--- src/rtl/riscv_pkg.sv ---
// Shared constants and the fetch FSM encoding used by the instruction fetch stage.
package riscv_pkg;

  localparam int          BUS_WIDTH        = 32;
  localparam logic [31:0] RESET_PC_DEFAULT = 32'h0000_0000;
  localparam logic [31:0] PC_INC           = 32'd4;

  typedef enum logic [1:0] {
    ST_BOOT  = 2'd0,
    ST_RUN   = 2'd1,
    ST_FLUSH = 2'd2
  } fetch_state_e;

endpackage

--- src/rtl/riscv_fetch_fifo.sv ---
// Shift-register FIFO of {pc, instr} entries; entry 0 is the registered head word.
module riscv_fetch_fifo #(
  parameter int WIDTH = 64,
  parameter int DEPTH = 2
) (
  input  logic                   clk,
  input  logic                   rst,
  input  logic                   flush,
  input  logic                   push,
  input  logic [WIDTH-1:0]       din,
  input  logic                   pop,
  output logic [WIDTH-1:0]       dout,
  output logic [$clog2(DEPTH):0] count,
  output logic                   full,
  output logic                   empty
);

  localparam int AW = $clog2(DEPTH);
  localparam int CW = AW + 1;

  logic [WIDTH-1:0] entries [DEPTH];
  logic [AW-1:0]    wr_idx;
  logic             do_push;
  logic             do_pop;

  always_comb begin
    do_pop  = pop && !empty;
    do_push = push && (!full || do_pop);
    // A simultaneous pop shifts everything down, so the write lands one slot lower.
    wr_idx  = AW'(do_pop ? count - CW'(1) : count);
    full    = (count == CW'(DEPTH));
    empty   = (count == '0);
    dout    = entries[0];
  end

  always_ff @(posedge clk) begin
    if (rst || flush) begin
      count <= '0;
    end else begin
      count <= count + CW'(do_push) - CW'(do_pop);
    end
  end

  always_ff @(posedge clk) begin
    if (do_pop) begin
      for (int i = 0; i < DEPTH - 1; i++) begin
        entries[i] <= entries[i+1];
      end
    end
    if (do_push) begin
      entries[wr_idx] <= din;
    end
  end

endmodule

--- src/rtl/riscv_fetch_unit.sv ---
// Instruction fetch stage: PC, credit-limited memory requests, response buffer, redirect flush.
// Optional macro RISCV_FETCH_ALIGN_CHECK_EN adds o_MISALIGN, a one-cycle pulse after a misaligned redirect.
module riscv_fetch_unit #(
  parameter int                   BUS_WIDTH  = riscv_pkg::BUS_WIDTH,
  parameter logic [BUS_WIDTH-1:0] RESET_PC   = BUS_WIDTH'(riscv_pkg::RESET_PC_DEFAULT),
  parameter int                   FIFO_DEPTH = 2
) (
  input  logic                 i_CLK,
  input  logic                 i_RST,
`ifdef RISCV_FETCH_ALIGN_CHECK_EN
  output logic                 o_MISALIGN,
`endif
  output logic [BUS_WIDTH-1:0] o_ADDR,
  output logic                 o_REQ,
  input  logic                 i_GNT,
  input  logic [BUS_WIDTH-1:0] i_DATA,
  input  logic                 i_DATA_VALID,
  input  logic                 i_REDIRECT,
  input  logic [BUS_WIDTH-1:0] i_REDIRECT_PC,
  output logic [BUS_WIDTH-1:0] o_INSTR,
  output logic [BUS_WIDTH-1:0] o_PC,
  output logic                 o_VALID,
  input  logic                 i_READY
);

  import riscv_pkg::*;

  localparam int CW = $clog2(FIFO_DEPTH) + 1;
  localparam int EW = 2 * BUS_WIDTH;

  fetch_state_e         state;
  fetch_state_e         state_next;
  logic [BUS_WIDTH-1:0] addr;
  logic [BUS_WIDTH-1:0] resp_pc;
  logic [BUS_WIDTH-1:0] redirect_pc;
  logic [CW-1:0]        outstanding;
  logic [CW-1:0]        drop_cnt;
  logic [CW-1:0]        drop_redir;
  logic [CW-1:0]        drop_dec;
  logic [CW-1:0]        fifo_count;
  logic [CW:0]          credit;
  logic                 req;
  logic                 grant;
  logic                 resp_take;
  logic                 dv_counted;
  logic                 flush_dec;
  logic                 push;
  logic                 pop;
  logic                 fifo_full;
  logic                 fifo_empty;
  logic [EW-1:0]        head;

  always_comb begin
    redirect_pc = {i_REDIRECT_PC[BUS_WIDTH-1:2], 2'b00};
    credit      = {1'b0, outstanding} + {1'b0, fifo_count};
    req         = (state == ST_RUN) && (credit < (CW+1)'(FIFO_DEPTH)) && !i_REDIRECT;
    grant       = req && i_GNT;
    resp_take   = (state == ST_RUN) && i_DATA_VALID && (outstanding != '0) && !i_REDIRECT;
    // A response only counts against the drop tally if something was actually expected.
    dv_counted  = i_DATA_VALID && ((drop_cnt != '0) || (outstanding != '0));
    drop_redir  = drop_cnt + outstanding - CW'(dv_counted);
    flush_dec   = (state == ST_FLUSH) && i_DATA_VALID && (drop_cnt != '0);
    drop_dec    = drop_cnt - CW'(flush_dec);
    pop         = !fifo_empty && i_READY && !i_REDIRECT;
    push        = resp_take && (!fifo_full || pop);
  end

  always_comb begin
    state_next = state;
    if (i_REDIRECT) begin
      state_next = (drop_redir != '0) ? ST_FLUSH : ST_RUN;
    end else begin
      case (state)
        ST_BOOT:  state_next = ST_RUN;
        ST_RUN:   state_next = ST_RUN;
        ST_FLUSH: state_next = (drop_dec == '0) ? ST_RUN : ST_FLUSH;
        default:  state_next = ST_BOOT;
      endcase
    end
  end

  always_ff @(posedge i_CLK) begin
    if (i_RST) begin
      state       <= ST_BOOT;
      addr        <= RESET_PC;
      resp_pc     <= RESET_PC;
      outstanding <= '0;
      drop_cnt    <= '0;
    end else begin
      state <= state_next;
      if (i_REDIRECT) begin
        addr        <= redirect_pc;
        resp_pc     <= redirect_pc;
        outstanding <= '0;
        drop_cnt    <= drop_redir;
      end else begin
        if (grant) begin
          addr <= addr + BUS_WIDTH'(PC_INC);
        end
        if (resp_take) begin
          resp_pc <= resp_pc + BUS_WIDTH'(PC_INC);
        end
        outstanding <= outstanding + CW'(grant) - CW'(resp_take);
        drop_cnt    <= drop_dec;
      end
    end
  end

`ifdef RISCV_FETCH_ALIGN_CHECK_EN
  always_ff @(posedge i_CLK) begin
    if (i_RST) begin
      o_MISALIGN <= 1'b0;
    end else begin
      o_MISALIGN <= i_REDIRECT && (i_REDIRECT_PC[1:0] != 2'b00);
    end
  end
`endif

  riscv_fetch_fifo #(
    .WIDTH (EW),
    .DEPTH (FIFO_DEPTH)
  ) u_fifo (
    .clk   (i_CLK),
    .rst   (i_RST),
    .flush (i_REDIRECT),
    .push  (push),
    .din   ({resp_pc, i_DATA}),
    .pop   (pop),
    .dout  (head),
    .count (fifo_count),
    .full  (fifo_full),
    .empty (fifo_empty)
  );

  // Outputs read as zero whenever the buffer is empty.
  always_comb begin
    o_ADDR  = addr;
    o_REQ   = req;
    o_VALID = !fifo_empty;
    o_PC    = fifo_empty ? '0 : head[EW-1:BUS_WIDTH];
    o_INSTR = fifo_empty ? '0 : head[BUS_WIDTH-1:0];
  end

endmodule

--- config.mk ---
export PLATFORM = sky130hd
export DESIGN_NAME = riscv_fetch_unit
export DESIGN_NICKNAME = d
export VERILOG_FILES = /design/src/rtl/riscv_pkg.sv /design/src/rtl/riscv_fetch_fifo.sv /design/src/rtl/riscv_fetch_unit.sv
export SDC_FILE = /design/constraint.sdc
export NUM_CORES = 1
export LEC_CHECK = 0
export ABC_AREA = 1
export BUFFER_PORTS_ARGS = -buffer_cell sky130_fd_sc_hd__buf_2
export CAP_MARGIN = 10
export CORE_MARGIN = 3
export CORE_UTILIZATION = 30
export CTS_CLUSTER_DIAMETER = 60
export DETAILED_ROUTE_END_ITERATION = 6
export GPL_TIMING_DRIVEN = 0
export PLACE_DENSITY = 0.45
export SETUP_SLACK_MARGIN = 0.3
export SYNTH_ARGS = -nofsm -noshare
export SYNTH_HDL_FRONTEND = slang
export SYNTH_SLANG_ARGS = --single-unit
--- constraint.sdc ---
create_clock -name i_CLK -period 5.3 [get_ports i_CLK]
set_input_delay 0.265 -clock i_CLK [delete_from_list [all_inputs] [get_ports i_CLK]]
set_output_delay 0.265 -clock i_CLK [all_outputs]
set_load 0.05 [all_outputs]
==> metrics.md <==
| Metric | Value |
|---|---|
| Status | `complete, no violations` |
| Kind of critical path | `register to register` |
| Final-report hold violation count | `0` |
| Drt wl/cell | `15.6 µm` |
| Post-synthesis instance total | `1,229` |
| Max-cap check violation count | `0` |
| Via count of the first global-routing pass | `7,967` |
| Per-instance average area after synthesis | `7.93 µm²` |
| TritonCTS clock tree | `built` |
| Antenna violations before repair | `0` |
| Number of vias per cell after detailed routing | `4.45` |
| Via Count | `8,333` |
| Setup Buffers After CTS | `0` |
| Clock buffer depth | `2` |
| Static Leakage | `0.00515 µW` |
| Count of final max-slew check failures | `0` |
| Global placer's final weighted congestion | `0.854` |
| Root cell of the clock tree | `sky130_fd_sc_hd__clkbuf_16` |
| Die area | `0.0347 mm²` |
| Yosys cell types | `42` |
| Post-layout total power | `3260 µW` |
| Power density of the placed cells | `275 mW/mm²` |
| Setup tns final | `0 ps` |
| Startpoint of the most critical setup path | `u_fifo.count[1]` |
| Clock latency of the later-clocked register in the worst-skew pair | `450 ps` |
| Placement Rows | `65` |
| DRC violation count after routing | `0` |
| HP Class | `input pin to register` |
| Area of the core | `0.0318 mm²` |
| Clock-pin slew of the registers on the worst-case setup and hold paths | `90 ps` |
| Number of levels in the clock H-tree | `4` |
| Endpoint kind of the worst setup timing path | `register` |
| Initial core utilization | `0.306` |
| Critical register-to-register path startpoint | `u_fifo.count[1]` |
| Largest net degree at the start of global routing | `64` |
| Count of flip-flops with a built-in enable after synthesis | `124` |
| Die X | `186 µm` |
| Cell types occupying the most area after synthesis | `sky130_fd_sc_hd__edfxtp_1, sky130_fd_sc_hd__dfxtp_1, sky130_fd_sc_hd__nand2_1, sky130_fd_sc_hd__nor2_1, sky130_fd_sc_hd__inv_1` |
| 1st-pass router iterations | `5` |
| Number of top-level design ports | `168` |
| Tightest slew margin relative to the limit | `0.274` |
| Number of buffers added on ports | `160` |
| Synth area leader | `sky130_fd_sc_hd__edfxtp_1` |
| Post-synthesis async set-or-reset flop share | `0` |
| Sum of routed wire length over all layers | `29.2 mm` |
| Leading post-synthesis cells by instance count | `sky130_fd_sc_hd__nand2_1, sky130_fd_sc_hd__nor2_1, sky130_fd_sc_hd__inv_1` |
| Post-detailed-route count of antenna-violating nets | `0` |
| Pin slew with the least headroom to its limit | `1090 ps` |
| Final standard cell utilization of the core | `0.373` |
| Final worst hold slack | `12.9 ps` |
| Fraction of synthesized cell area taken by the top area cell type | `0.382` |
| Portion of the post-synthesis area used by sequential elements | `0.522` |
| Wire length of the first global-routing pass | `44.6 mm` |
| Placed wire-length estimate | `22.1 mm` |
| Clock tree sinks | `192` |
| Critical Path Fanout Max | `62` |
| Num CTS Buffers | `17` |
| Share of layout cells above drive strength 1 | `0.180` |
| Post-route cell area | `0.0119 mm²` |
| RSZ-0062 raised after global routing | `false` |
| Area added between synthesis and finish | `21.6%` |
| Global Route Usage Sum | `0.169` |
| Most used standard cell by instance count after synthesis | `sky130_fd_sc_hd__nand2_1` |
| Peak VDD IR | `220 µV` |
| WP data required | `5360 ps` |
| CP arrival | `3710 ps` |
| Post-synthesis register bit count | `192` |
| Prevailing post-synth register cell | `sky130_fd_sc_hd__edfxtp_1` |
| Number of warnings printed during yosys synthesis | `0` |
| Initial detailed-routing violation count | `487` |
| Die Y-Extent | `186 µm` |
| Top achievable clock speed | `274 MHz` |
| Critical path launch point type | `register` |
| Min Tclk post-route | `3650 ps` |
| Final Net Count | `1,507` |
| Min-delay src | `i_DATA[28]` |
| Layout Skew | `23.1 ps` |
| DP Area | `0.0111 mm²` |
| Final cycle utilization of the critical path | `0.688` |
| Final count of negative-setup-slack endpoints | `0` |
| Diode count | `0` |
| Mapped Area | `0.00975 mm²` |
| Global route total overflow | `0` |
final timing paths:
kind | slack, ps | to | depth (start not counted)
setup / recovery | 1650 | u_fifo.entries[0][59] | 6
hold / removal | 10 | u_fifo.entries[1][28] | 1
setup reg to reg | 1650 | u_fifo.entries[0][59] | 6
hold reg to reg | 430 | u_fifo.entries[1][36] | 0
state kept, by name, indices dropped and copies added (netlist names):
signal / count
u_fifo.count: 2
o_ADDR: 30
state: 2
u_fifo.entries: 124
outstanding: 2
resp_pc: 30
drop_cnt: 2
metal layers:
| layer | share of wire | GRT usage | wire length (µm) |
|---|---|---|---|
| met3 | 0.047 | 0.0280 | 1380 |
| met4 | 0.010 | 0.0381 | 305 |
| met2 | 0.45 | 0.274 | 13100 |
| met1 | 0.49 | 0.237 | 14300 |
| met5 | 0 | 0 | 0 |
through the flow:
stage               std cells  setup WS, ps
CTS                      1869          1460
global placement         1827           349
finish                   1873          1650
floorplan                1232          1940
detailed placement       1827          1470
global route             1873          1300
worst max-delay path: stages (launching register included):
cell and delay [ps]:
sky130_fd_sc_hd__dfxtp_1 360, sky130_fd_sc_hd__nor2_1 830, sky130_fd_sc_hd__nor3_1 170, sky130_fd_sc_hd__ha_1 360
sky130_fd_sc_hd__ha_1 200, sky130_fd_sc_hd__clkbuf_1 520, sky130_fd_sc_hd__or2_4 810
logic make-up (layout without fill, tap and decap cells):
| kind of cell | Yosys count | in the layout | share of synthesized area |
|---|---|---|---|
| xor+xnor | 15 | 15 | 0.0135 |
| other cells | 1 | 4 | 0.000385 |
| fa+ha+maj | 11 | 11 | 0.0149 |
| buf+inv | 212 | 418 | 0.0903 |
| simple gates | 643 | 643 | 0.277 |
| compound gates | 155 | 155 | 0.0826 |
| flops | 192 | 192 | 0.522 |
where the power goes:
part | switching [µW] | total (µW) | internal, µW
registers | 46.7 | 1660 | 1610
clock network | 669 | 1300 | 633
logic | 207 | 301 | 93.9
what timing repair did:
item / in CTS / in global routing
gates resized for setup: 0 / 0
hold buffers: 11 / 4
hold endpoints to repair: 11 / 4
cell type report:
cell class / count / area, µm²
fill: 3362 / 19900
sequential: 192 / 5080
buffer: 44 / 246
timing repair buffer: 175 / 951
clock buffer: 17 / 425
multi-input combinational: 828 / 3810
clock inverter: 14 / 160
tap: 435 / 544
inverter: 168 / 633
cell usage in the layout (no fill, tap or decap), types with 3 or more instances in the layout:
master                          instances
sky130_fd_sc_hd__dfxtp_1               68
sky130_fd_sc_hd__inv_1                161
sky130_fd_sc_hd__conb_1                 4
sky130_fd_sc_hd__clkinv_4               4
sky130_fd_sc_hd__inv_6                  3
sky130_fd_sc_hd__nor2_2                12
sky130_fd_sc_hd__inv_8                  3
sky130_fd_sc_hd__dlygate4sd3_1         15
sky130_fd_sc_hd__inv_2                  5
sky130_fd_sc_hd__xnor2_1                4
sky130_fd_sc_hd__clkbuf_1              23
sky130_fd_sc_hd__o21ai_1               20
sky130_fd_sc_hd__nand4_1                5
sky130_fd_sc_hd__nand2_1              358
sky130_fd_sc_hd__nor2_4                 9
sky130_fd_sc_hd__a21oi_1               57
sky130_fd_sc_hd__o22ai_1                4
sky130_fd_sc_hd__clkbuf_16             17
sky130_fd_sc_hd__nand2_2               10
sky130_fd_sc_hd__buf_2                166
sky130_fd_sc_hd__nor3_1                 9
sky130_fd_sc_hd__or2_2                  4
sky130_fd_sc_hd__nand3_1               58
sky130_fd_sc_hd__clkinv_8               4
sky130_fd_sc_hd__o21ai_0               60
sky130_fd_sc_hd__buf_4                  9
sky130_fd_sc_hd__xor2_1                11
sky130_fd_sc_hd__a31oi_1               10
sky130_fd_sc_hd__nor2_1               168
sky130_fd_sc_hd__ha_1                   9
sky130_fd_sc_hd__edfxtp_1             124
Power figures use the tool's default switching activity.
